`config.mk`:
```
export PLATFORM = sky130hd
export DESIGN_NAME = batch_cycle_scheduler_flat
export DESIGN_NICKNAME = d
export VERILOG_FILES = /design/src/rtl/batch_cycle_scheduler_if.sv /design/src/rtl/batch_cycle_scheduler.sv /design/src/flat_wrapper.sv
export SDC_FILE = /design/constraint.sdc
export NUM_CORES = 1
export LEC_CHECK = 0
export ABC_AREA = 0
export BUFFER_PORTS_ARGS = -buffer_cell sky130_fd_sc_hd__buf_4
export CAP_MARGIN = 20
export CORE_UTILIZATION = 57
export CTS_BUF_LIST = sky130_fd_sc_hd__clkbuf_4 sky130_fd_sc_hd__clkbuf_8 sky130_fd_sc_hd__clkbuf_16
export CTS_CLUSTER_SIZE = 8
export DETAILED_ROUTE_END_ITERATION = 7
export GPL_TIMING_DRIVEN = 0
export HOLD_SLACK_MARGIN = 0.1
export PLACE_DENSITY = 0.85
export SLEW_MARGIN = 40
export SYNTH_ARGS = -nofsm -noshare
export SYNTH_HDL_FRONTEND = slang
export SYNTH_SLANG_ARGS = --single-unit
```
`constraint.sdc`:
```
create_clock -name clk -period 3.2 [get_ports clk]
set_clock_uncertainty 0.05 [all_clocks]
set_input_delay 0.16 -clock clk [delete_from_list [all_inputs] [get_ports clk]]
set_output_delay 0.16 -clock clk [all_outputs]
set_load 0.01 [all_outputs]
```
`src/rtl/batch_cycle_scheduler_if.sv`:
```
`default_nettype none
// ============================================================================
// Module      : batch_cycle_scheduler_if
// Description : Handshake and address bus between the batch filter datapath
//               and the batch cycle scheduler. The master drives sample
//               acceptance and flush; the slave returns the registered
//               address set, batch strobe and warm-up qualifiers.
// Revision    : 1.0 - initial release
// ============================================================================
interface batch_cycle_scheduler_if #(
  parameter int ADDR_W = 8
) ();
  logic              in_valid;
  logic              flush;
  logic [ADDR_W-1:0] addr_wr;
  logic [ADDR_W-1:0] addr_lh;
  logic [ADDR_W-1:0] addr_fr;
  logic [ADDR_W-1:0] addr_br;
  logic              addr_en;
  logic              batch_end;
  logic              propagate;
  logic              compute_valid;
  logic              out_valid;

  modport master (
    output in_valid, flush,
    input  addr_wr, addr_lh, addr_fr, addr_br, addr_en,
    input  batch_end, propagate, compute_valid, out_valid
  );

  modport slave (
    input  in_valid, flush,
    output addr_wr, addr_lh, addr_fr, addr_br, addr_en,
    output batch_end, propagate, compute_valid, out_valid
  );
endinterface
`default_nettype wire

```
`src/rtl/batch_cycle_scheduler.sv`:
```
`default_nettype none
// ============================================================================
// Module      : batch_cycle_scheduler
// Description : Stallable, flushable address and phase sequencer for the
//               four-bank circular sample memory of the two-stage batch
//               filter. Produces write / lookahead / forward / backward
//               addresses per accepted sample, rotates banks at each batch
//               boundary and raises the warm-up qualifiers.
// Option      : define BATCH_SCHED_PROP_EN to build the sample-counted
//               propagate delay; otherwise propagate is tied high.
// Revision    : 1.0 - initial release
// ============================================================================
module batch_cycle_scheduler #(
  parameter int DEPTH      = 36,
  parameter int PROP_DELAY = 9,
  parameter int CNT_W      = $clog2(DEPTH),
  parameter int ADDR_W     = CNT_W + 2
) (
  input  wire                     clk,
  input  wire                     rst,
  batch_cycle_scheduler_if.slave  bus
);

  localparam logic [CNT_W-1:0] c_LAST = CNT_W'(DEPTH - 1);
  localparam logic [2:0]       c_NB_MAX = 3'd5;

  typedef enum logic [1:0] {
    ST_WARM = 2'd0,
    ST_COMP = 2'd1,
    ST_RUN  = 2'd2
  } state_t;

  // Elaboration-time parameter sanity checks
  if (DEPTH < 2) begin : g_depth_check
    $error("batch_cycle_scheduler: DEPTH must be at least 2");
  end
  if ((PROP_DELAY < 0) || (PROP_DELAY > DEPTH - 1)) begin : g_prop_check
    $error("batch_cycle_scheduler: PROP_DELAY must lie in 0..DEPTH-1");
  end

  logic [CNT_W-1:0]  r_cnt;
  logic [1:0]        r_bank_wr;
  logic [1:0]        r_bank_calc;
  logic [1:0]        r_bank_idle;
  logic [1:0]        r_bank_lh;
  logic [2:0]        r_nb;
  state_t            r_state;
  logic [ADDR_W-1:0] r_addr_wr;
  logic [ADDR_W-1:0] r_addr_lh;
  logic [ADDR_W-1:0] r_addr_fr;
  logic [ADDR_W-1:0] r_addr_br;
  logic              r_addr_en;
  logic              r_batch_end;
  logic              r_compute_valid;
  logic              r_out_valid;

  logic [CNT_W-1:0]  w_rev;
  logic              w_accept;
  logic              w_wrap;
  logic [2:0]        w_nb_next;

  // A flush takes priority over a coincident sample, which is then dropped
  assign w_accept  = bus.in_valid & ~bus.flush;
  assign w_wrap    = w_accept && (r_cnt == c_LAST);
  assign w_rev     = c_LAST - r_cnt;
  assign w_nb_next = (r_nb == c_NB_MAX) ? c_NB_MAX : r_nb + 3'd1;

  // Sample counter, bank rotation and registered address set
  always_ff @(posedge clk or posedge rst) begin
    if (rst) begin
      r_cnt       <= '0;
      r_bank_wr   <= 2'd0;
      r_bank_calc <= 2'd1;
      r_bank_idle <= 2'd2;
      r_bank_lh   <= 2'd3;
      r_addr_wr   <= '0;
      r_addr_lh   <= '0;
      r_addr_fr   <= '0;
      r_addr_br   <= '0;
      r_addr_en   <= 1'b0;
      r_batch_end <= 1'b0;
    end else if (bus.flush) begin
      r_cnt       <= '0;
      r_bank_wr   <= 2'd0;
      r_bank_calc <= 2'd1;
      r_bank_idle <= 2'd2;
      r_bank_lh   <= 2'd3;
      r_addr_en   <= 1'b0;
      r_batch_end <= 1'b0;
    end else begin
      r_addr_en   <= bus.in_valid;
      r_batch_end <= w_wrap;
      if (bus.in_valid) begin
        // Addresses use the pre-increment count and banks of this sample
        r_addr_wr <= {r_cnt, r_bank_wr};
        r_addr_lh <= {w_rev, r_bank_lh};
        r_addr_fr <= {r_cnt, r_bank_calc};
        r_addr_br <= {w_rev, r_bank_calc};
        if (w_wrap) begin
          r_cnt       <= '0;
          r_bank_wr   <= r_bank_wr + 2'd1;
          r_bank_calc <= r_bank_calc + 2'd1;
          r_bank_idle <= r_bank_idle + 2'd1;
          r_bank_lh   <= r_bank_lh + 2'd1;
        end else begin
          r_cnt <= r_cnt + CNT_W'(1);
        end
      end
    end
  end

  // Warm-up FSM: batch tally drives WARM -> COMP -> RUN, qualifiers registered
  always_ff @(posedge clk or posedge rst) begin
    if (rst) begin
      r_state         <= ST_WARM;
      r_nb            <= 3'd0;
      r_compute_valid <= 1'b0;
      r_out_valid     <= 1'b0;
    end else if (bus.flush) begin
      r_state         <= ST_WARM;
      r_nb            <= 3'd0;
      r_compute_valid <= 1'b0;
      r_out_valid     <= 1'b0;
    end else if (w_wrap) begin
      r_nb <= w_nb_next;
      case (r_state)
        ST_WARM: begin
          if (w_nb_next >= 3'd3) begin
            r_state         <= ST_COMP;
            r_compute_valid <= 1'b1;
          end
        end
        ST_COMP: begin
          if (w_nb_next == c_NB_MAX) begin
            r_state     <= ST_RUN;
            r_out_valid <= 1'b1;
          end
        end
        ST_RUN: begin
          r_state <= ST_RUN;
        end
        default: begin
          r_state         <= ST_WARM;
          r_compute_valid <= 1'b0;
          r_out_valid     <= 1'b0;
        end
      endcase
    end
  end

`ifdef BATCH_SCHED_PROP_EN
  localparam logic [CNT_W-1:0] c_PD      = CNT_W'(PROP_DELAY);
  localparam logic             c_PD_ZERO = (PROP_DELAY == 0);

  logic [CNT_W-1:0] r_pd_cnt;
  logic             r_pd_act;
  logic             r_prop;

  // Sample-counted delay from batch end to the single-sample propagate low
  always_ff @(posedge clk or posedge rst) begin
    if (rst) begin
      r_pd_cnt <= '0;
      r_pd_act <= 1'b0;
      r_prop   <= 1'b1;
    end else if (bus.flush) begin
      r_pd_cnt <= '0;
      r_pd_act <= 1'b0;
      r_prop   <= 1'b1;
    end else if (w_accept) begin
      if (w_wrap) begin
        // A new batch end always restarts the delay
        if (c_PD_ZERO) begin
          r_prop   <= 1'b0;
          r_pd_act <= 1'b0;
        end else begin
          r_prop   <= 1'b1;
          r_pd_act <= 1'b1;
          r_pd_cnt <= c_PD;
        end
      end else if (r_pd_act && (r_pd_cnt == CNT_W'(1))) begin
        r_prop   <= 1'b0;
        r_pd_act <= 1'b0;
      end else begin
        r_prop <= 1'b1;
        if (r_pd_act) begin
          r_pd_cnt <= r_pd_cnt - CNT_W'(1);
        end
      end
    end
  end

  assign bus.propagate = r_prop;
`else
  assign bus.propagate = 1'b1;
`endif

  assign bus.addr_wr       = r_addr_wr;
  assign bus.addr_lh       = r_addr_lh;
  assign bus.addr_fr       = r_addr_fr;
  assign bus.addr_br       = r_addr_br;
  assign bus.addr_en       = r_addr_en;
  assign bus.batch_end     = r_batch_end;
  assign bus.compute_valid = r_compute_valid;
  assign bus.out_valid     = r_out_valid;

endmodule
`default_nettype wire

```
`src/flat_wrapper.sv`:
```
// flat-port wrapper written by rule: the top's interface ports become plain ports
module batch_cycle_scheduler_flat 
#(
  parameter int DEPTH      = 36,
  parameter int PROP_DELAY = 9,
  parameter int CNT_W      = $clog2(DEPTH),
  parameter int ADDR_W     = CNT_W + 2
)
  (clk, rst, bus_in_valid, bus_flush, bus_addr_wr, bus_addr_lh, bus_addr_fr, bus_addr_br, bus_addr_en, bus_batch_end, bus_propagate, bus_compute_valid, bus_out_valid);
  batch_cycle_scheduler_if #(.ADDR_W(ADDR_W)) bus_i ();
  input  wire clk;
  input  wire rst;
  input wire logic [$bits(bus_i.in_valid)-1:0] bus_in_valid;
  input wire logic [$bits(bus_i.flush)-1:0] bus_flush;
  output wire logic [$bits(bus_i.addr_wr)-1:0] bus_addr_wr;
  output wire logic [$bits(bus_i.addr_lh)-1:0] bus_addr_lh;
  output wire logic [$bits(bus_i.addr_fr)-1:0] bus_addr_fr;
  output wire logic [$bits(bus_i.addr_br)-1:0] bus_addr_br;
  output wire logic [$bits(bus_i.addr_en)-1:0] bus_addr_en;
  output wire logic [$bits(bus_i.batch_end)-1:0] bus_batch_end;
  output wire logic [$bits(bus_i.propagate)-1:0] bus_propagate;
  output wire logic [$bits(bus_i.compute_valid)-1:0] bus_compute_valid;
  output wire logic [$bits(bus_i.out_valid)-1:0] bus_out_valid;
  assign bus_i.in_valid = bus_in_valid;
  assign bus_i.flush = bus_flush;
  assign bus_addr_wr = bus_i.addr_wr;
  assign bus_addr_lh = bus_i.addr_lh;
  assign bus_addr_fr = bus_i.addr_fr;
  assign bus_addr_br = bus_i.addr_br;
  assign bus_addr_en = bus_i.addr_en;
  assign bus_batch_end = bus_i.batch_end;
  assign bus_propagate = bus_i.propagate;
  assign bus_compute_valid = bus_i.compute_valid;
  assign bus_out_valid = bus_i.out_valid;
  batch_cycle_scheduler #(.DEPTH(DEPTH), .PROP_DELAY(PROP_DELAY), .CNT_W(CNT_W), .ADDR_W(ADDR_W)) u_core (.clk(clk), .rst(rst), .bus(bus_i));
endmodule
```
Word level (Yosys, flattened, before mapping)
Index checks and enable logic that the tools add are counted.

word-level totals
  bits in read-only memories = 0
  memories kept = 0
  word-level logic and storage cells = 73
  latch bits = 0
  bits of input ports = 4
  memory bits (writable) = 0
  register bits = 53

cells by class
  divide/modulo/power cells = 0
  bitwise operators = 2
  shift-type cells = 0
  $add $sub $neg = 6
  order comparisons = 1
  multipliers = 0
  reductions and logical operators = 11
  multiplexer cells = 30
  equality and inequality tests = 9

operators by type and width
  operator             number
  $mux 2               13
  $mux 6               3
  $mux 3               3
  $reduce_and 3->1     3
  $mux 1               8
  $add 2x1->2 const B  3
  $add 6x1->6 const B  1
  $eq 3x3->1 const B   2
  $eq 6x6->1 const B   1
  $ne 3x2->1 const B   2
  $pmux 2 s3           1
  $sub 6x6->6 const A  1
  $ne 2x1->1 const B   2
  $pmux 1 s2           2
  $reduce_and 2->1     2
  $reduce_bool 2->1    2
  $reduce_or 2->1      2
  $add 3x1->3 const B  1
  $ge 3x2->1 const B   1
  $eq 2x1->1 const B   1
  $eq 2x2->1 const B   1
  $logic_not 2->1      1
  $and 1x1->1          1
  $logic_and 1x1->1    1
  $not 1->1            1

Depth between registers and ports, before layout
  word-level depth = 7
  gate-level depth with buffers = 8
  mapped depth without buffers = 7

Least setup slack after synthesis
No wires, ideal clock.

  path kind = reg2reg
  start = reg u_core.r_cnt[3]
  end = reg u_core.r_out_valid, in the netlist u_core.bus.out_valid
  path slack = 1.711 ns
  data required time = 3.015 ns
  cell stages (with the launch flop) = 9
  setup time = 0.135 ns
  arrival time = 1.305 ns
  cell sequence = dfrtp_1 > inv_1 > ha_1 > and4b_1 > buf_6 > nand2_4 > inv_4 > a31oi_1 > nor3_2

between the ends
  cells in the longest elaborated chain, start to end = 4

ends and longest elaborated chain
  item                                line                          source
  start: declaration                  batch_cycle_scheduler.sv:41   logic [CNT_W-1:0] r_cnt;
  start signal: assignment            batch_cycle_scheduler.sv:106  r_cnt <= r_cnt + CNT_W'(1);
  $eq 6x6->1                          batch_cycle_scheduler.sv:64   assign w_wrap = w_accept && (r_cnt == c_LAST);
  $logic_and 1x1->1                   batch_cycle_scheduler.sv:64
  $reduce_bool 2->1 (no source line)  -
  $reduce_and 3->1 (no source line)   -
  end signal: assignment              batch_cycle_scheduler.sv:118  r_out_valid <= 1'b0;
  end signal: assignment              batch_cycle_scheduler.sv:123  r_out_valid <= 1'b0;
  end signal: assignment              batch_cycle_scheduler.sv:136  r_out_valid <= 1'b1;
  end: declaration                    batch_cycle_scheduler.sv:55   logic r_out_valid;

Every way passes these cells.
A chain may end at the register's enable or synchronous reset.

Worst setup path after layout
  start = reg u_core.r_cnt[3]
  end = reg u_core.r_state[0]

between the ends
  cells in the longest elaborated chain, start to end = 4

ends and longest elaborated chain
  item                                line                          source
  $eq 6x6->1                          batch_cycle_scheduler.sv:64
  $logic_and 1x1->1                   batch_cycle_scheduler.sv:64
  $reduce_bool 2->1 (no source line)  -
  $reduce_and 3->1 (no source line)   -
  end signal: assignment              batch_cycle_scheduler.sv:115  r_state <= ST_WARM;
  end signal: assignment              batch_cycle_scheduler.sv:120  r_state <= ST_WARM;
  end signal: assignment              batch_cycle_scheduler.sv:129  r_state <= ST_COMP;
  end: declaration                    batch_cycle_scheduler.sv:47   state_t r_state;

Every way passes these cells.

==> impl_metrics.ini <==
[yosys]
post_synth.cell_area_avg_um2 = 9.74
synthArstFlopShare_pct = 100
synth.net_count = 202
ys_seq_elements = 38
synthSimpleGateAreaFrac_pct = 19.9
netlist_area_mm2 = 0.00187
synth-adder-area-share_pct = 4.01
synth_top_family_by_area = simple AND/OR/NAND/NOR gates
synth_enable_flop_cells = 0
yosysWarnings = 0
synth_area_leaders = dfrtp_1 47%, nand2_1 8.4%, buf_4 6.4%, dfstp_2 4.2%, ha_1 4.0%
synth_compound_area_share_pct = 5.95
ys.flop_type = dfrtp_1
synthCells = 192
yosysTopAreaCell = dfrtp_1
netlist-cell-type-count = 34
synth.area.mux_share_pct = 3.21
synth.top_cell.area_share_pct = 46.8
synth-seq-area-share_pct = 51.0
synthXorXnorAreaFrac_pct = 4.68

[clocking]
clk_path_buf_depth = 2
ctsResizeCount = 0
htreeDepth = 2
cts_sinks = 38
cts-buffers-inserted = 5
post_cts_buffers = 0
clk_pin_slew_worst_paths_ns = 0.11
clk_latency_ns = 0.35
cts_tree = done
ctsHoldBuffers = 1
cts-root-buf = clkbuf_4

[global_routing]
grt_max_degree = 39
grtUsageTotal_pct = 23.0
antenna_found_initial = 0
grt_pass1_wl_um = 5810
grt_overflow = 0
grt_pass1_vias = 1318

[power]
power_frac_comb_pct = 13.2
internal_power_w = 0.000710
switching_share_pct = 24.2
powerDensity_mw_per_mm2 = 407
p_seq_share_pct = 54.6
power_switching_w = 0.000226
ir_drop_v = 0.000335
p_leak_nw = 1.25
p_clk_share_pct = 32.2

[sta]
rsz0062_at_grt = false
setup_viol = 0
fin_crit_sh_pct = 54.3
drv_slew = 0
slew_headroom_pct = 58.2
finalSetupTns_ns = 0
finalWorstSetupSlack_ns = 1.46
fmax_mhz = 576
worst_pin_slew_ns = 0.627
period_minus_slack_ns = 1.74
final_hold_viol_count = 0

[floorplanning]
coreArea_mm2 = 0.00308
rows = 20
dieArea_mm2 = 0.00351
start_util_pct = 60.8
die_x_um = 59.3
ios = 41
dieHeight_um = 59.3

[setup_path]
endpoint = u_core.r_state[0]$_DFFE_PP0P_
cp-start-kind = register
end_kind = register
ff2ff_path_depth = 6
worst-setup-path-type = reg2reg
rrSetupSlack_ns = 1.46
cp_slowest_stage_delay_ns = 0.46
cp_data_required_time_ns = 3.40
regToRegEndpoint = u_core.r_state[0]$_DFFE_PP0P_
cp_slowest_cell = dfrtp_1
crit_path_max_fanout = 9
cp.arrival_ns = 1.94
cp-startpoint = u_core.r_cnt[3]$_DFFE_PP0P_
path_cells = inv_1, ha_1, and4b_1, buf_6, o211a_1, mux2i_1
reg2reg_from = u_core.r_cnt[3]$_DFFE_PP0P_

[route]
drt_iter0_drc = 35
ant_nets = 0
via_per_inst = 5.07
dr.pass1.iters = 6
drt-total-wl_um = 3590
routedWlPerCell_um = 12.7
drc = 0
route.vias.total = 1436

[cells_and_area]
layout_common_cells = 54 x buf_4, 42 x nand2_1, 35 x dfrtp_1, 13 x nor2_1, 9 x o21ai_0
drive_gt1_share_pct = 33.1
fillerInstances = 246
nNetsFinal = 248
final_util_pct = 74.8
n_antenna_cell = 0
layout_commonest_cell = buf_4
areaGrowthSynthToFinish_pct = 23.0

[placed_design]
gp_congestion = 0.782
port_buffers = 38
dpl.hpwl_um = 2590
dp_slack_ns = 1.49

[run_status]
outcome = complete, no violations

[run]
maxCapViolations = 0

[min_path]
hold_path.class = in2reg
-- synth_stat cells (2+ instances only) --
cell	number
nor2_1	13
xnor2_1	4
inv_1	7
mux2i_1	6
nor3_2	2
xor2_1	6
buf_6	2
nand3_1	6
ha_1	6
buf_4	16
buf_2	4
clkbuf_1	2
dfstp_2	3
a21oi_1	3
nand4_1	2
nand2b_1	6
nor3_1	2
a31oi_1	3
nand2_1	42
dfrtp_1	35
o21ai_0	9
-- final cells by class --
cell class	instances	area (um2)	area share, %
flip-flops and latches	38	955	41.5
multi-input cells	121	709	30.8
repair buffers	39	295	12.8
well taps	44	55.1	2.39
clock buffers	8	78.8	3.43
plain buffers	24	170	7.40
inverters	9	37.5	1.63
-- power groups by stage --
stage	clock [W]	combinational [W]	sequential, W
2_1_floorplan	0	0.0000633	0.000525
3_3_place_gp	0	0.000121	0.000520
3_5_place_dp	0	0.000124	0.000521
4_1_cts	0.000308	0.000125	0.000511
5_1_grt	0.000327	0.000137	0.000514
6_report	0.000302	0.000123	0.000511
-- metrics by stage --
step	hold slack, ns	area (um2)	power, W	std cells
2_1_floorplan	0.300	1870	0.000589	192
3_3_place_gp	0.412	2210	0.000640	274
3_5_place_dp	0.303	2210	0.000645	274
4_1_cts	0.113	2300	0.000944	283
5_1_grt	0.123	2300	0.000978	283
6_report	0.111	2300	0.000936	283
-- flip-flops by register name (all words and copies together) (netlist names), 3 cells and up --
register / count
u_core.r_cnt: 6
u_core.r_nb: 3
u_core.bus.addr_fr: 5
u_core.bus.addr_br: 8
-- worst max-delay path, delay by kind of cell (launching register included) --
kind                     cells  cell delay (ns)
flip-flops                   1             0.46
AO/OA/AOI/OAI                1             0.21
buffers and inverters        2             0.28
multiplexers                 1             0.24
adder cells (fa/ha/maj)      1             0.21
AND/OR/NAND/NOR              1             0.21
-- how the worst min path moves through the flow --
| stage | from | endpoint | depth (start not counted) |
|---|---|---|---|
| after floorplan | rst | u_core.bus.addr_br[0]$_DFFE_PP0P_ | 1 |
| after global placement | u_core.bus.addr_wr[1]$_DFFE_PP0P_ | u_core.bus.addr_wr[1]$_DFFE_PP0P_ | 2 |
| after detailed placement | rst | u_core.bus.addr_wr[1]$_DFFE_PP0P_ | 2 |
| after CTS | bus_flush | u_core.r_state[1]$_DFFE_PP0P_ | 3 |
| after global routing | bus_flush | u_core.r_state[1]$_DFFE_PP0P_ | 3 |
| final | bus_flush | u_core.r_state[1]$_DFFE_PP0P_ | 3 |
-- metal layers --
layer	wire [um]	vias to the layer above	track usage, %
met5	0	-	0
met4	59	0	8.50
met3	174	9	7.21
met2	1800	52	38.8
met1	1560	681	27.3
li1	-	694	-
-- kinds of logic (layout without fill, tap and decap cells) --
family                     count (synthesis)  in the layout
and+or+nand+nor                           79             79
buffers and inverters                     33             80
muxes                                      6              6
other                                      1              1
AOI/OAI and AO/OA                         19             19
xor gates and xnor gates                  10             10
adders and majority gates                  6              6
DFF                                       38             38
No activity file was read; power rests on OpenSTA's default activity.
